===== src/rtl/pc_seq.sv =====
// Registered program-counter sequencer: branch/jump/call/return next-PC selection with stall hold.
// Optional return-address stack is compiled in by defining PC_SEQ_RAS_EN.
module pc_seq #(
  parameter int            AW        = 32,
  parameter int            IMM_W     = 16,
  parameter logic [AW-1:0] RESET_PC  = 1,
  parameter int            RAS_DEPTH = 4
) (
  input  logic             Clk,
  input  logic             Reset,
  input  logic             Stall,
  input  logic             Br,
  input  logic             BrNe,
  input  logic             Zero,
  input  logic [IMM_W-1:0] Imm,
  input  logic             Jump,
  input  logic [25:0]      JTarget,
  input  logic             Call,
  input  logic             Ret,
  input  logic [AW-1:0]    JrTarget,
  output logic [AW-1:0]    PC,
  output logic [AW-1:0]    NPC,
  output logic             RasErr
);

  logic [AW-1:0] pcp1;
  logic [AW-1:0] imm_sext;
  logic [AW-1:0] jmp_tgt;
  logic [AW-1:0] ret_tgt;
  logic          br_taken;

  assign pcp1     = PC + 1'b1;
  assign imm_sext = AW'($signed(Imm));
  assign br_taken = Br & (Zero ^ BrNe);

  generate
    if (AW > 26) begin : g_jmp_wide
      assign jmp_tgt = {pcp1[AW-1:26], JTarget};
    end else begin : g_jmp_narrow
      assign jmp_tgt = JTarget[AW-1:0];
    end
  endgenerate

  always_comb begin
    NPC = pcp1;
    if (!Reset)        NPC = RESET_PC;
    else if (Ret)      NPC = ret_tgt;
    else if (Jump)     NPC = jmp_tgt;
    else if (br_taken) NPC = pcp1 + imm_sext;
  end

  always_ff @(posedge Clk) begin
    if (!Reset)      PC <= RESET_PC;
    else if (!Stall) PC <= NPC;
  end

`ifdef PC_SEQ_RAS_EN
  localparam int PW = $clog2(RAS_DEPTH);
  localparam int CW = $clog2(RAS_DEPTH + 1);

  logic [AW-1:0] ras_mem [RAS_DEPTH];
  logic [PW-1:0] ras_wr;
  logic [PW-1:0] ras_top;
  logic [CW-1:0] ras_cnt;
  logic          ras_empty;
  logic          ras_full;
  logic          do_push;
  logic          do_pop;
  logic          ras_err_q;

  // ras_wr points at the next free slot; when full it points at the oldest entry
  assign ras_top   = ras_wr - 1'b1;
  assign ras_empty = (ras_cnt == '0);
  assign ras_full  = (ras_cnt == CW'(RAS_DEPTH));
  assign do_push   = Jump & Call & ~Ret;
  assign do_pop    = Ret;
  assign ret_tgt   = ras_empty ? JrTarget : ras_mem[ras_top];
  assign RasErr    = ras_err_q;

  always_ff @(posedge Clk) begin
    if (!Reset) begin
      ras_wr    <= '0;
      ras_cnt   <= '0;
      ras_err_q <= 1'b0;
    end else if (Stall) begin
      ras_err_q <= 1'b0;
    end else begin
      ras_err_q <= (do_push & ras_full) | (do_pop & ras_empty);
      if (do_push) begin
        ras_wr <= ras_wr + 1'b1;
        if (!ras_full) ras_cnt <= ras_cnt + 1'b1;
      end else if (do_pop && !ras_empty) begin
        ras_wr  <= ras_top;
        ras_cnt <= ras_cnt - 1'b1;
      end
    end
  end

  always_ff @(posedge Clk) begin
    if (Reset && !Stall && do_push) ras_mem[ras_wr] <= pcp1;
  end
`else
  logic unused_call;

  assign unused_call = Call;
  assign ret_tgt     = JrTarget;
  assign RasErr      = 1'b0;
`endif

endmodule


===== config.mk =====
export PLATFORM = sky130hd
export DESIGN_NAME = pc_seq
export DESIGN_NICKNAME = d
export VERILOG_FILES = /design/src/rtl/pc_seq.sv
export SDC_FILE = /design/constraint.sdc
export NUM_CORES = 1
export LEC_CHECK = 0
export BUFFER_PORTS_ARGS = -buffer_cell sky130_fd_sc_hd__buf_2
export CAP_MARGIN = 0
export CORE_MARGIN = 4
export CORE_UTILIZATION = 45
export CTS_CLUSTER_SIZE = 30
export DETAILED_ROUTE_END_ITERATION = 16
export PLACE_DENSITY = 0.72
export SLEW_MARGIN = 20
export SYNTH_ARGS = -nofsm -noshare
export SYNTH_HDL_FRONTEND = slang
export SYNTH_SLANG_ARGS = --single-unit

===== constraint.sdc =====
create_clock -name Clk -period 10.4 [get_ports Clk]
set_clock_uncertainty 0.1 [all_clocks]
set_input_delay 1.56 -clock Clk [delete_from_list [all_inputs] [get_ports Clk]]
set_output_delay 1.56 -clock Clk [all_outputs]
set_load 0.03 [all_outputs]

==> run_summary.xml, run 1 <==
<?xml version="1.0" encoding="UTF-8"?>
<metrics>
  <group name="cells_and_area">
    <metric name="regMostFlops" unit="">PC</metric>
    <metric name="area.growth.synth_to_final" unit="%">19.08</metric>
    <metric name="final_area" unit="um2">5428</metric>
    <metric name="reg_top3" unit="">PC x32</metric>
    <metric name="largest_reg_flops" unit="">32</metric>
    <metric name="insertedDiodeCount" unit="">0</metric>
    <metric name="layout.cells.most_common" unit="">sky130_fd_sc_hd__buf_2</metric>
    <metric name="final_cell_mix" unit="">sky130_fd_sc_hd__buf_2 (145), sky130_fd_sc_hd__nand2_1 (99), sky130_fd_sc_hd__a21oi_1 (58)</metric>
    <metric name="n_fill_cell" unit="">1024</metric>
    <metric name="nets" unit="">903</metric>
    <metric name="instances_no_fill" unit="">915</metric>
    <metric name="final_layout_size_suffix_gt1_share" unit="%">21.99</metric>
  </group>
  <group name="synth">
    <metric name="synth-async-reset-ratio" unit="%">0</metric>
    <metric name="synth_flop_cell" unit="">sky130_fd_sc_hd__dfxtp_1</metric>
    <metric name="synthesis.nets" unit="">783</metric>
    <metric name="top_cells_by_area_synth" unit="">sky130_fd_sc_hd__dfxtp_1 (14%), sky130_fd_sc_hd__ha_1 (10%), sky130_fd_sc_hd__nand2_1 (8.2%)</metric>
    <metric name="number_of_synthesized_register_bits" unit="">32</metric>
    <metric name="yosysWarningCount" unit="">0</metric>
    <metric name="number_of_unique_standard_cell_types_used_by_synthesis" unit="">67</metric>
    <metric name="ys_seq_area_share" unit="%">14.05</metric>
    <metric name="syn_avg_cell_area" unit="um2">6.896</metric>
    <metric name="yosysTopAreaCellShare" unit="%">14.05</metric>
    <metric name="number_of_synthesized_flops_with_an_enable_pin" unit="">0</metric>
    <metric name="synth_top_cell_by_area" unit="">sky130_fd_sc_hd__dfxtp_1</metric>
    <metric name="synth_area" unit="um2">4558</metric>
    <metric name="syn-instance-count" unit="">661</metric>
  </group>
  <group name="die">
    <metric name="chipWidth" unit="um">108.6</metric>
    <metric name="number_of_ports_placed_on_the_die_boundary" unit="">148</metric>
    <metric name="start_util" unit="%">46.42</metric>
    <metric name="std_cell_rows" unit="">36</metric>
    <metric name="floorplan.die.height" unit="um">108.6</metric>
    <metric name="core_area" unit="um2">9819</metric>
    <metric name="die-area" unit="um2">11800</metric>
  </group>
  <group name="route">
    <metric name="post_drt_wl_per_cell" unit="um">17.29</metric>
    <metric name="detail_route.drc_violations" unit="">0</metric>
    <metric name="totalWireLength" unit="um">15820</metric>
    <metric name="dr_total_vias" unit="">5315</metric>
    <metric name="viasPerCell" unit="">5.809</metric>
    <metric name="residual_antenna_violating_net_count_after_detailed_routing" unit="">0</metric>
    <metric name="first_pass_drt_iterations" unit="">5</metric>
    <metric name="detailedRoute.firstIterationViolations" unit="">330</metric>
  </group>
  <group name="critical_path">
    <metric name="arrival" unit="ns">4.87</metric>
    <metric name="rr_endpoint" unit="">PC[31]$_SDFFE_PN0N_</metric>
    <metric name="r2r_start" unit="">PC[12]$_SDFFE_PN0N_</metric>
    <metric name="criticalPathCategory" unit="">reg2out</metric>
    <metric name="worst_path_dominant_cell_family" unit="">simple AND/OR/NAND/NOR gates</metric>
    <metric name="crit_path_top_delay_cell" unit="">sky130_fd_sc_hd__nor4_1</metric>
    <metric name="crit_chain" unit="">and4_1 -&gt; nand3_1 -&gt; nor4_1 -&gt; nand2_1 -&gt; xnor2_1 -&gt; ha_1 -&gt; nand2_1 -&gt; or3_1 -&gt; a2111oi_0 -&gt; nor3_1 -&gt; xnor2_1 -&gt; a211o_1 -&gt; a31oi_1 -&gt; buf_2</metric>
    <metric name="timing.reg2reg.worst_path_depth" unit="">13</metric>
    <metric name="flop2flop_setup_slack" unit="ns">5.83</metric>
    <metric name="timing.critical_path.to_type" unit="">primary output</metric>
    <metric name="timing.critical_path.from_type" unit="">flop</metric>
    <metric name="cp.buffers_inverters" unit="">1</metric>
    <metric name="slowest_delay" unit="ns">0.79</metric>
    <metric name="timing.critical_path.required" unit="ns">8.74</metric>
    <metric name="crit_fanout" unit="">8</metric>
  </group>
  <group name="cts">
    <metric name="cts_buffer_count" unit="">5</metric>
    <metric name="insertion_delay" unit="ns">0.29</metric>
    <metric name="clock-root-buffer" unit="">sky130_fd_sc_hd__clkbuf_8</metric>
    <metric name="clock_tree.buffer_depth" unit="">2</metric>
    <metric name="cts-htree-levels" unit="">2</metric>
    <metric name="post-cts-setup-buffer-count" unit="">0</metric>
    <metric name="ctsResizeCount" unit="">0</metric>
    <metric name="cts_num_sinks" unit="">32</metric>
    <metric name="tritoncts" unit="">yes</metric>
    <metric name="clk_transition_reported_paths" unit="ns">0.08</metric>
    <metric name="ctsHoldBuffers" unit="">0</metric>
  </group>
  <group name="placement">
    <metric name="post-place-cells" unit="">907</metric>
    <metric name="placement.io_buffers" unit="">145</metric>
    <metric name="gp_congestion" unit="">0.9690</metric>
    <metric name="hpwl" unit="um">12140</metric>
    <metric name="total_placed_instance_area" unit="um2">5338</metric>
  </group>
  <group name="flow_run">
    <metric name="drv_cap" unit="">0</metric>
  </group>
  <group name="sta">
    <metric name="post-route-min-period" unit="ns">6.530</metric>
    <metric name="final_period_utilization" unit="%">62.79</metric>
    <metric name="grt_setup_unrepaired" unit="">no</metric>
    <metric name="setup-violations-final" unit="">0</metric>
    <metric name="timing.max_slew.rel_slack" unit="%">32.17</metric>
    <metric name="slew_violations" unit="">0</metric>
    <metric name="finalHoldViolCount" unit="">0</metric>
    <metric name="max_freq" unit="GHz">0.1531</metric>
    <metric name="total_negative_slack_for_setup_checks" unit="ns">0</metric>
    <metric name="tightestPinTransition" unit="ns">1.015</metric>
  </group>
  <group name="worst_hold_path">
    <metric name="class_of_the_worst_hold_path" unit="">reg2reg</metric>
    <metric name="min-delay-start" unit="">PC[19]$_SDFFE_PN0N_</metric>
    <metric name="worstHoldEndpoint" unit="">PC[19]$_SDFFE_PN0N_</metric>
    <metric name="cell_depth_of_the_worst_min_delay_path" unit="">2</metric>
  </group>
  <group name="power_and_ir_drop">
    <metric name="p_per_area" unit="nW/um2">98.12</metric>
    <metric name="p_leak" unit="nW">2.654</metric>
    <metric name="worst_case_vdd_ir_drop" unit="mV">0.05425</metric>
    <metric name="total_power" unit="uW">532.6</metric>
  </group>
  <group name="outcome">
    <metric name="status" unit="">completed</metric>
  </group>
  <group name="global_routing">
    <metric name="gr-total-overflow" unit="">0</metric>
    <metric name="first_pass_grt_wire_length" unit="um">25300</metric>
    <metric name="grt_max_degree" unit="">44</metric>
    <metric name="antenna_violations_before_repair" unit="">0</metric>
    <metric name="track_usage" unit="%">26.63</metric>
    <metric name="vias_in_the_first_global_route" unit="">5066</metric>
  </group>
</metrics>
[cell type report]
cell class,instances,area (um2),share of cell area [%]
clock buffer,8,90.09,1.660
sequential,32,640.6,11.80
multi-input combinational,575,3711,68.37
tap,133,166.4,3.066
timing repair buffer,148,748.2,13.79
inverter,19,71.32,1.314
[worst min-delay path, cell delays in order (launching register included)]
cell and delay [ns]:
sky130_fd_sc_hd__dfxtp_1 0.35, sky130_fd_sc_hd__nand2_1 0.08, sky130_fd_sc_hd__a21oi_1 0.05
[layer usage]
metal  global-route usage [%]  vias up  part of all wire (%)
li1                         -     2649                     -
met5                        0        -                     0
met2                    45.37      214                    46
met3                    3.552       14                   7.1
met1                    36.41     2438                    46
met4                    4.509        0                  0.98
[cell families (layout without fill, tap and decap cells)]
| group | Yosys count | in the layout | synth area share, % |
|---|---|---|---|
| compound gates | 221 | 221 | 31.73 |
| xor+xnor | 52 | 52 | 9.992 |
| fa+ha+maj | 39 | 39 | 10.87 |
| buf+inv | 54 | 175 | 4.529 |
| flops | 32 | 32 | 14.05 |
| mux | 13 | 13 | 2.937 |
| other cells | 1 | 1 | 0.08227 |
| simple gates | 249 | 249 | 25.80 |
[stage by stage]
step / util (%) / hold slack [ns] / setup slack (ns)
floorplan: - / 0.5213 / 4.405
global placement: 54.36 / 0.4087 / 4.250
detailed placement: 54.36 / 0.4160 / 4.258
CTS: 55.28 / 0.4281 / 3.930
global route: 55.28 / 0.4637 / 3.469
finish: 55.28 / 0.4323 / 3.870
[Yosys cell counts (all sizes together) (4+ instances only)]
library cell,count
o21ba,5
a21boi,6
and2,19
nor3,11
o21a,4
nor2,50
a41oi,4
inv,17
o22ai,14
ha,38
xnor2,29
clkbuf,32
mux2i,10
a21oi,58
o211ai,17
o211a,6
xor2,23
nand2,99
and3,11
a31oi,9
dfxtp,32
nand3,20
a31o,6
nand4,12
a21o,14
o21bai,5
o21ai,49
nand2b,11
[worst max-delay path by stage]
stage	from	end	slack, ns	depth (start not counted)
global route	PC[12]$_SDFFE_PN0N_	NPC[31]	3.47	14
finish	PC[12]$_SDFFE_PN0N_	NPC[31]	3.87	14
detailed placement	Imm[15]	NPC[24]	4.26	11
CTS	PC[0]$_SDFFE_PN1N_	NPC[31]	3.93	14
global placement	Imm[15]	NPC[31]	4.25	12
floorplan	Imm[0]	NPC[16]	4.41	11
[power breakdown]
group          internal, mW  leakage, nW  switching, mW
registers             0.132        0.265         0.0131
clock network        0.0542       0.0455         0.0546
logic                 0.105         2.34          0.174
No activity file was read; power rests on OpenSTA's default activity.
==> run 2, diff against run 1 <==
- clock period: 10.4 -> 6.6 ns (I/O delays scaled with it)
==> run 2 against run 1 <==
Total power is 54% higher. First-iteration DRC count decreased by 24%. Critical path depth unchanged. Sequential power grew 58%. Count of clock-buffer cells in the layout fell by 3. Core utilization shrank 0.14 points. Flip-flop and latch count is the same. Combinational power increased by 59%. Hold slack got worse by 0.0068 ns. Worst setup slack got worse by 3.0 ns. Register-to-register slack worse by 3.6 ns. Critical endpoint unchanged.
==> run_summary.xml, run 2 (same netlist as run 1, synthesis figures left out) <==
<?xml version="1.0" encoding="UTF-8"?>
<metrics>
  <group name="outcome">
    <metric name="status" unit="">completed</metric>
  </group>
  <group name="cts">
    <metric name="clock_tree.buffer_depth" unit="">2</metric>
    <metric name="insertion_delay" unit="ns">0.29</metric>
    <metric name="clock-root-buffer" unit="">sky130_fd_sc_hd__clkbuf_8</metric>
    <metric name="cts_num_sinks" unit="">32</metric>
    <metric name="post-cts-setup-buffer-count" unit="">0</metric>
    <metric name="ctsHoldBuffers" unit="">0</metric>
    <metric name="clk_transition_reported_paths" unit="ns">0.07</metric>
    <metric name="tritoncts" unit="">yes</metric>
    <metric name="cts_buffer_count" unit="">5</metric>
    <metric name="cts-htree-levels" unit="">2</metric>
    <metric name="ctsResizeCount" unit="">0</metric>
  </group>
  <group name="route">
    <metric name="first_pass_drt_iterations" unit="">5</metric>
    <metric name="residual_antenna_violating_net_count_after_detailed_routing" unit="">0</metric>
    <metric name="detailedRoute.firstIterationViolations" unit="">251</metric>
    <metric name="detail_route.drc_violations" unit="">0</metric>
    <metric name="viasPerCell" unit="">5.893</metric>
    <metric name="dr_total_vias" unit="">5380</metric>
    <metric name="post_drt_wl_per_cell" unit="um">18.00</metric>
    <metric name="totalWireLength" unit="um">16440</metric>
  </group>
  <group name="critical_path">
    <metric name="criticalPathCategory" unit="">reg2out</metric>
    <metric name="timing.critical_path.to_type" unit="">primary output</metric>
    <metric name="crit_fanout" unit="">8</metric>
    <metric name="flop2flop_setup_slack" unit="ns">2.23</metric>
    <metric name="timing.critical_path.required" unit="ns">5.51</metric>
    <metric name="arrival" unit="ns">4.65</metric>
    <metric name="timing.critical_path.from_type" unit="">flop</metric>
  </group>
  <group name="die">
    <metric name="chipWidth" unit="um">108.6</metric>
    <metric name="start_util" unit="%">46.42</metric>
    <metric name="number_of_ports_placed_on_the_die_boundary" unit="">148</metric>
    <metric name="core_area" unit="um2">9819</metric>
    <metric name="die-area" unit="um2">11800</metric>
    <metric name="std_cell_rows" unit="">36</metric>
    <metric name="floorplan.die.height" unit="um">108.6</metric>
  </group>
  <group name="global_routing">
    <metric name="antenna_violations_before_repair" unit="">0</metric>
    <metric name="first_pass_grt_wire_length" unit="um">25590</metric>
    <metric name="grt_max_degree" unit="">43</metric>
    <metric name="vias_in_the_first_global_route" unit="">5188</metric>
    <metric name="gr-total-overflow" unit="">0</metric>
    <metric name="track_usage" unit="%">27.30</metric>
  </group>
  <group name="flow_run">
    <metric name="drv_cap" unit="">0</metric>
  </group>
  <group name="cells_and_area">
    <metric name="final_layout_size_suffix_gt1_share" unit="%">22.05</metric>
    <metric name="insertedDiodeCount" unit="">0</metric>
    <metric name="regMostFlops" unit="">PC</metric>
    <metric name="final_cell_mix" unit="">sky130_fd_sc_hd__buf_2 (145), sky130_fd_sc_hd__nand2_1 (99), sky130_fd_sc_hd__a21oi_1 (58)</metric>
    <metric name="nets" unit="">904</metric>
    <metric name="largest_reg_flops" unit="">32</metric>
    <metric name="n_fill_cell" unit="">1036</metric>
    <metric name="area.growth.synth_to_final" unit="%">18.78</metric>
    <metric name="layout.cells.most_common" unit="">sky130_fd_sc_hd__buf_2</metric>
    <metric name="instances_no_fill" unit="">913</metric>
    <metric name="reg_top3" unit="">PC x32</metric>
  </group>
  <group name="placement">
    <metric name="place_ws" unit="ns">1.244</metric>
    <metric name="placement.io_buffers" unit="">145</metric>
    <metric name="post-place-cells" unit="">908</metric>
    <metric name="gp_congestion" unit="">0.9218</metric>
    <metric name="hpwl" unit="um">12380</metric>
  </group>
  <group name="sta">
    <metric name="setup_ws" unit="ns">0.8619</metric>
    <metric name="max_freq" unit="GHz">0.1743</metric>
    <metric name="post-route-min-period" unit="ns">5.738</metric>
    <metric name="grt_setup_unrepaired" unit="">no</metric>
    <metric name="final_period_utilization" unit="%">86.94</metric>
    <metric name="slew_violations" unit="">0</metric>
    <metric name="finalHoldViolCount" unit="">0</metric>
    <metric name="setup-violations-final" unit="">0</metric>
    <metric name="total_negative_slack_for_setup_checks" unit="ns">0</metric>
    <metric name="timing.max_slew.rel_slack" unit="%">27.97</metric>
    <metric name="tightestPinTransition" unit="ns">1.074</metric>
  </group>
  <group name="power_and_ir_drop">
    <metric name="p_per_area" unit="nW/um2">151.7</metric>
    <metric name="p_leak" unit="nW">2.646</metric>
    <metric name="worst_case_vdd_ir_drop" unit="mV">0.07893</metric>
  </group>
  <group name="worst_hold_path">
    <metric name="class_of_the_worst_hold_path" unit="">reg2reg</metric>
  </group>
</metrics>
-- run 2: cell types whose count changed in the layout (fill, tap and decap cells not counted) --
cell                       previous run  this run
sky130_fd_sc_hd__clkbuf_8             6         5
sky130_fd_sc_hd__inv_1               17        16
sky130_fd_sc_hd__clkinv_1             2         3
sky130_fd_sc_hd__buf_4                3         4
sky130_fd_sc_hd__clkbuf_1             2         0
-- run 2: area by class of cell --
cell class / instances / area, um2 / share of cell area [%]
Multi-Input combinational cell: 575 / 3711 / 68.55
Timing Repair Buffer: 149 / 755.7 / 13.96
Sequential cell: 32 / 640.6 / 11.83
Tap cell: 133 / 166.4 / 3.074
Inverter: 19 / 71.32 / 1.317
Clock buffer: 5 / 68.82 / 1.271
-- run 2: worst paths after layout --
kind | from | to | cells past startpoint
worst min register to register | PC[23]$_SDFFE_PN0N_ | PC[23]$_SDFFE_PN0N_ | 2
worst max register to register | PC[8]$_SDFFE_PN0N_ | PC[31]$_SDFFE_PN0N_ | 13
worst min-delay path | PC[23]$_SDFFE_PN0N_ | PC[23]$_SDFFE_PN0N_ | 2
worst max-delay path | PC[8]$_SDFFE_PN0N_ | NPC[31] | 14
-- run 2: report_power, final --
part	internal (mW)	switching (mW)	total (mW)
sequential	0.207	0.0212	0.229
clock	0.0682	0.0803	0.149
combinational	0.166	0.278	0.444
total	0.441	0.380	0.821
-- run 2: per-stage QoR --
step | power (mW) | hold slack [ns] | util [%] | area (um2)
after global routing | 0.8718 | 0.4460 | 55.14 | 5414
after CTS | 0.8171 | 0.4206 | 55.14 | 5414
after floorplan | 0.5439 | 0.5213 | - | 4558
after global placement | 0.6611 | 0.4029 | 54.43 | 5345
final | 0.8211 | 0.4255 | 55.14 | 5414
after detailed placement | 0.6687 | 0.4099 | 54.43 | 5345
-- run 2: critical path, stage by stage (launching register included) --
cell and delay, ns:
sky130_fd_sc_hd__dfxtp_1 0.47, sky130_fd_sc_hd__and4_1 0.38, sky130_fd_sc_hd__nand2_1 0.14, sky130_fd_sc_hd__nor4_1 0.69
sky130_fd_sc_hd__nand2_1 0.15, sky130_fd_sc_hd__xnor2_1 0.19, sky130_fd_sc_hd__ha_1 0.43, sky130_fd_sc_hd__nand2_1 0.14
sky130_fd_sc_hd__or3_1 0.41, sky130_fd_sc_hd__a2111oi_0 0.36, sky130_fd_sc_hd__nor3_1 0.12, sky130_fd_sc_hd__xnor2_1 0.18
sky130_fd_sc_hd__a211o_1 0.34, sky130_fd_sc_hd__a31oi_1 0.13, sky130_fd_sc_hd__buf_2 0.22
-- run 2: routing by layer --
metal / global-route usage [%] / part of all wire (%) / vias to the layer above
met5: 0 / 0 / -
met4: 7.214 / 1.5 / 0
met3: 4.381 / 6.6 / 21
met2: 47.44 / 47 / 201
met1: 35.06 / 45 / 2509
li1: - / - / 2649
==> run 3, diff against run 2 <==
- CELL_PAD_IN_SITES_DETAIL_PLACEMENT: not set -> 0
- CELL_PAD_IN_SITES_GLOBAL_PLACEMENT: not set -> 1
- CORE_UTILIZATION: 45 -> 36
- PLACE_DENSITY: 0.72 -> not set
- PLACE_DENSITY_LB_ADDON: not set -> 0.1
==> run 3 against run 2 <==
Register-to-register slack improved by 0.08 ns. Worst setup slack better by 0.019 ns. Cell count grew 4.6%. Global-route usage is 2.4 points lower. Combinational power about the same. Via count fell by 1.5%. Count of clock-buffer cells in the layout stayed put. Non-clock buffer count is 4 higher. Critical endpoint is now NPC[24].
==> run_summary.xml, run 3 (same netlist as run 1, synthesis figures left out) <==
<?xml version="1.0" encoding="UTF-8"?>
<metrics>
  <group name="cells_and_area">
    <metric name="area.growth.synth_to_final" unit="%">22.56</metric>
    <metric name="nets" unit="">908</metric>
    <metric name="n_fill_cell" unit="">1358</metric>
    <metric name="insertedDiodeCount" unit="">0</metric>
    <metric name="final_layout_size_suffix_gt1_share" unit="%">22.74</metric>
    <metric name="layout.cells.most_common" unit="">sky130_fd_sc_hd__buf_2</metric>
    <metric name="regMostFlops" unit="">PC</metric>
    <metric name="instances_no_fill" unit="">955</metric>
    <metric name="reg_top3" unit="">PC x32</metric>
    <metric name="fin_util" unit="%">45.75</metric>
    <metric name="largest_reg_flops" unit="">32</metric>
    <metric name="final_cell_mix" unit="">sky130_fd_sc_hd__buf_2 (145), sky130_fd_sc_hd__nand2_1 (99), sky130_fd_sc_hd__a21oi_1 (58)</metric>
  </group>
  <group name="die">
    <metric name="std_cell_rows" unit="">40</metric>
    <metric name="core_area" unit="um2">12210</metric>
    <metric name="chipWidth" unit="um">120.5</metric>
    <metric name="floorplan.die.height" unit="um">120.5</metric>
    <metric name="die-area" unit="um2">14530</metric>
    <metric name="start_util" unit="%">37.33</metric>
    <metric name="number_of_ports_placed_on_the_die_boundary" unit="">148</metric>
  </group>
  <group name="sta">
    <metric name="final_period_utilization" unit="%">86.65</metric>
    <metric name="max_freq" unit="GHz">0.1749</metric>
    <metric name="tightestPinTransition" unit="ns">0.9465</metric>
    <metric name="timing.max_slew.rel_slack" unit="%">36.67</metric>
    <metric name="setup-violations-final" unit="">0</metric>
    <metric name="finalHoldViolCount" unit="">0</metric>
    <metric name="slew_violations" unit="">0</metric>
    <metric name="total_negative_slack_for_setup_checks" unit="ns">0</metric>
    <metric name="setup_ws" unit="ns">0.8813</metric>
    <metric name="grt_setup_unrepaired" unit="">no</metric>
    <metric name="post-route-min-period" unit="ns">5.719</metric>
  </group>
  <group name="global_routing">
    <metric name="gr-total-overflow" unit="">0</metric>
    <metric name="global_route.usage.met1" unit="%">33.58</metric>
    <metric name="grt_use_met3" unit="%">4.584</metric>
    <metric name="vias_in_the_first_global_route" unit="">5159</metric>
    <metric name="track_usage" unit="%">24.89</metric>
    <metric name="grt_max_degree" unit="">44</metric>
    <metric name="grtUsageMet2" unit="%">41.77</metric>
    <metric name="antenna_violations_before_repair" unit="">0</metric>
    <metric name="first_pass_grt_wire_length" unit="um">28370</metric>
    <metric name="grt.busiest_layer" unit="">met2</metric>
  </group>
  <group name="route">
    <metric name="viasPerCell" unit="">5.551</metric>
    <metric name="first_pass_drt_iterations" unit="">5</metric>
    <metric name="detailedRoute.firstIterationViolations" unit="">306</metric>
    <metric name="post_drt_wl_per_cell" unit="um">18.85</metric>
    <metric name="dr_total_vias" unit="">5301</metric>
    <metric name="totalWireLength" unit="um">18000</metric>
    <metric name="residual_antenna_violating_net_count_after_detailed_routing" unit="">0</metric>
    <metric name="detail_route.drc_violations" unit="">0</metric>
  </group>
  <group name="cts">
    <metric name="clock_tree.buffer_depth" unit="">2</metric>
    <metric name="insertion_delay" unit="ns">0.30</metric>
    <metric name="clk_transition_reported_paths" unit="ns">0.06</metric>
    <metric name="cts_num_sinks" unit="">32</metric>
    <metric name="post-cts-setup-buffer-count" unit="">0</metric>
    <metric name="cts-htree-levels" unit="">2</metric>
    <metric name="cts_buffer_count" unit="">5</metric>
    <metric name="clock-root-buffer" unit="">sky130_fd_sc_hd__clkbuf_16</metric>
    <metric name="tritoncts" unit="">yes</metric>
    <metric name="ctsHoldBuffers" unit="">0</metric>
    <metric name="ctsResizeCount" unit="">0</metric>
  </group>
  <group name="placement">
    <metric name="gp_congestion" unit="">0.9322</metric>
    <metric name="placement.io_buffers" unit="">145</metric>
    <metric name="place_ws" unit="ns">1.222</metric>
    <metric name="hpwl" unit="um">13820</metric>
    <metric name="post-place-cells" unit="">947</metric>
  </group>
  <group name="critical_path">
    <metric name="r2r_start" unit="">PC[0]$_SDFFE_PN1N_</metric>
    <metric name="crit_path_top_delay_cell" unit="">sky130_fd_sc_hd__a221o_1</metric>
    <metric name="slowest_delay" unit="ns">0.46</metric>
    <metric name="cp.buffers_inverters" unit="">1</metric>
    <metric name="crit_fanout" unit="">6</metric>
    <metric name="timing.critical_path.to_type" unit="">primary output</metric>
    <metric name="flop2flop_setup_slack" unit="ns">2.31</metric>
    <metric name="criticalPathCategory" unit="">reg2out</metric>
    <metric name="timing.critical_path.required" unit="ns">5.51</metric>
    <metric name="worst_path_dominant_cell_family" unit="">compound AO/OA/AOI/OAI gates</metric>
    <metric name="startpoint" unit="">PC[0]$_SDFFE_PN1N_</metric>
    <metric name="arrival" unit="ns">4.63</metric>
    <metric name="crit_chain" unit="">and3_1 -&gt; and3_1 -&gt; and2_1 -&gt; nand4_1 -&gt; xnor2_1 -&gt; ha_1 -&gt; a21o_1 -&gt; a31o_1 -&gt; a221o_1 -&gt; a221o_1 -&gt; a41oi_2 -&gt; xnor2_1 -&gt; a211o_1 -&gt; a21oi_1 -&gt; buf_2</metric>
    <metric name="timing.critical_path.from_type" unit="">flop</metric>
  </group>
  <group name="flow_run">
    <metric name="drv_cap" unit="">0</metric>
  </group>
  <group name="worst_hold_path">
    <metric name="min-delay-start" unit="">PC[19]$_SDFFE_PN0N_</metric>
    <metric name="class_of_the_worst_hold_path" unit="">reg2reg</metric>
  </group>
  <group name="power_and_ir_drop">
    <metric name="p_per_area" unit="nW/um2">173.2</metric>
    <metric name="worst_case_vdd_ir_drop" unit="mV">0.08611</metric>
    <metric name="total_power" unit="uW">967.4</metric>
    <metric name="p_leak" unit="nW">2.714</metric>
  </group>
  <group name="outcome">
    <metric name="status" unit="">completed</metric>
  </group>
</metrics>
-- run 3: path summary, 6_finish.rpt --
check        depth (start not counted)                  end
max                                 15              NPC[24]
min                                  2  PC[19]$_SDFFE_PN0N_
max reg2reg                         14  PC[24]$_SDFFE_PN0N_
min reg2reg                          2  PC[19]$_SDFFE_PN0N_
-- run 3: final cells by class --
class	count	area, um2	share of cell area, %
Clock buffer	5	125.1	2.240
Clock inverter	3	42.54	0.7615
Inverter	19	71.32	1.277
Multi-Input combinational cell	575	3711	66.43
Sequential cell	32	640.6	11.47
Tap cell	168	210.2	3.763
Timing Repair Buffer	153	785.8	14.06
-- run 3: worst reg2reg max path, stage by stage, from the launching register on --
cell and delay [ns]:
sky130_fd_sc_hd__dfxtp_1 0.42, sky130_fd_sc_hd__and3_1 0.33, sky130_fd_sc_hd__and3_1 0.24, sky130_fd_sc_hd__and2_1 0.26, sky130_fd_sc_hd__nand4_1 0.14, sky130_fd_sc_hd__xnor2_1 0.33
sky130_fd_sc_hd__ha_1 0.33, sky130_fd_sc_hd__a21o_1 0.19, sky130_fd_sc_hd__a31o_1 0.21, sky130_fd_sc_hd__a221o_1 0.35, sky130_fd_sc_hd__a221o_1 0.46, sky130_fd_sc_hd__a41oi_2 0.25
sky130_fd_sc_hd__xnor2_1 0.11, sky130_fd_sc_hd__a211o_1 0.34, sky130_fd_sc_hd__a31oi_1 0.16
-- run 3: stage by stage --
step	hold WS, ns	cell area (um2)
after floorplan	0.5213	4558
after global placement	0.3985	5419
after detailed placement	0.4099	5419
after CTS	0.4188	5587
after global routing	0.4266	5587
final	0.4211	5587
-- run 3: layer usage --
layer | up-vias | wire [um]
met2 | 155 | 8615
met3 | 15 | 1052
met4 | 0 | 188
li1 | 2660 | -
met5 | - | 0
met1 | 2471 | 8140
-- run 3: where the power goes --
group / internal, mW / switching [mW]
combinational: 0.167 / 0.280
sequential: 0.208 / 0.0236
clock: 0.178 / 0.111
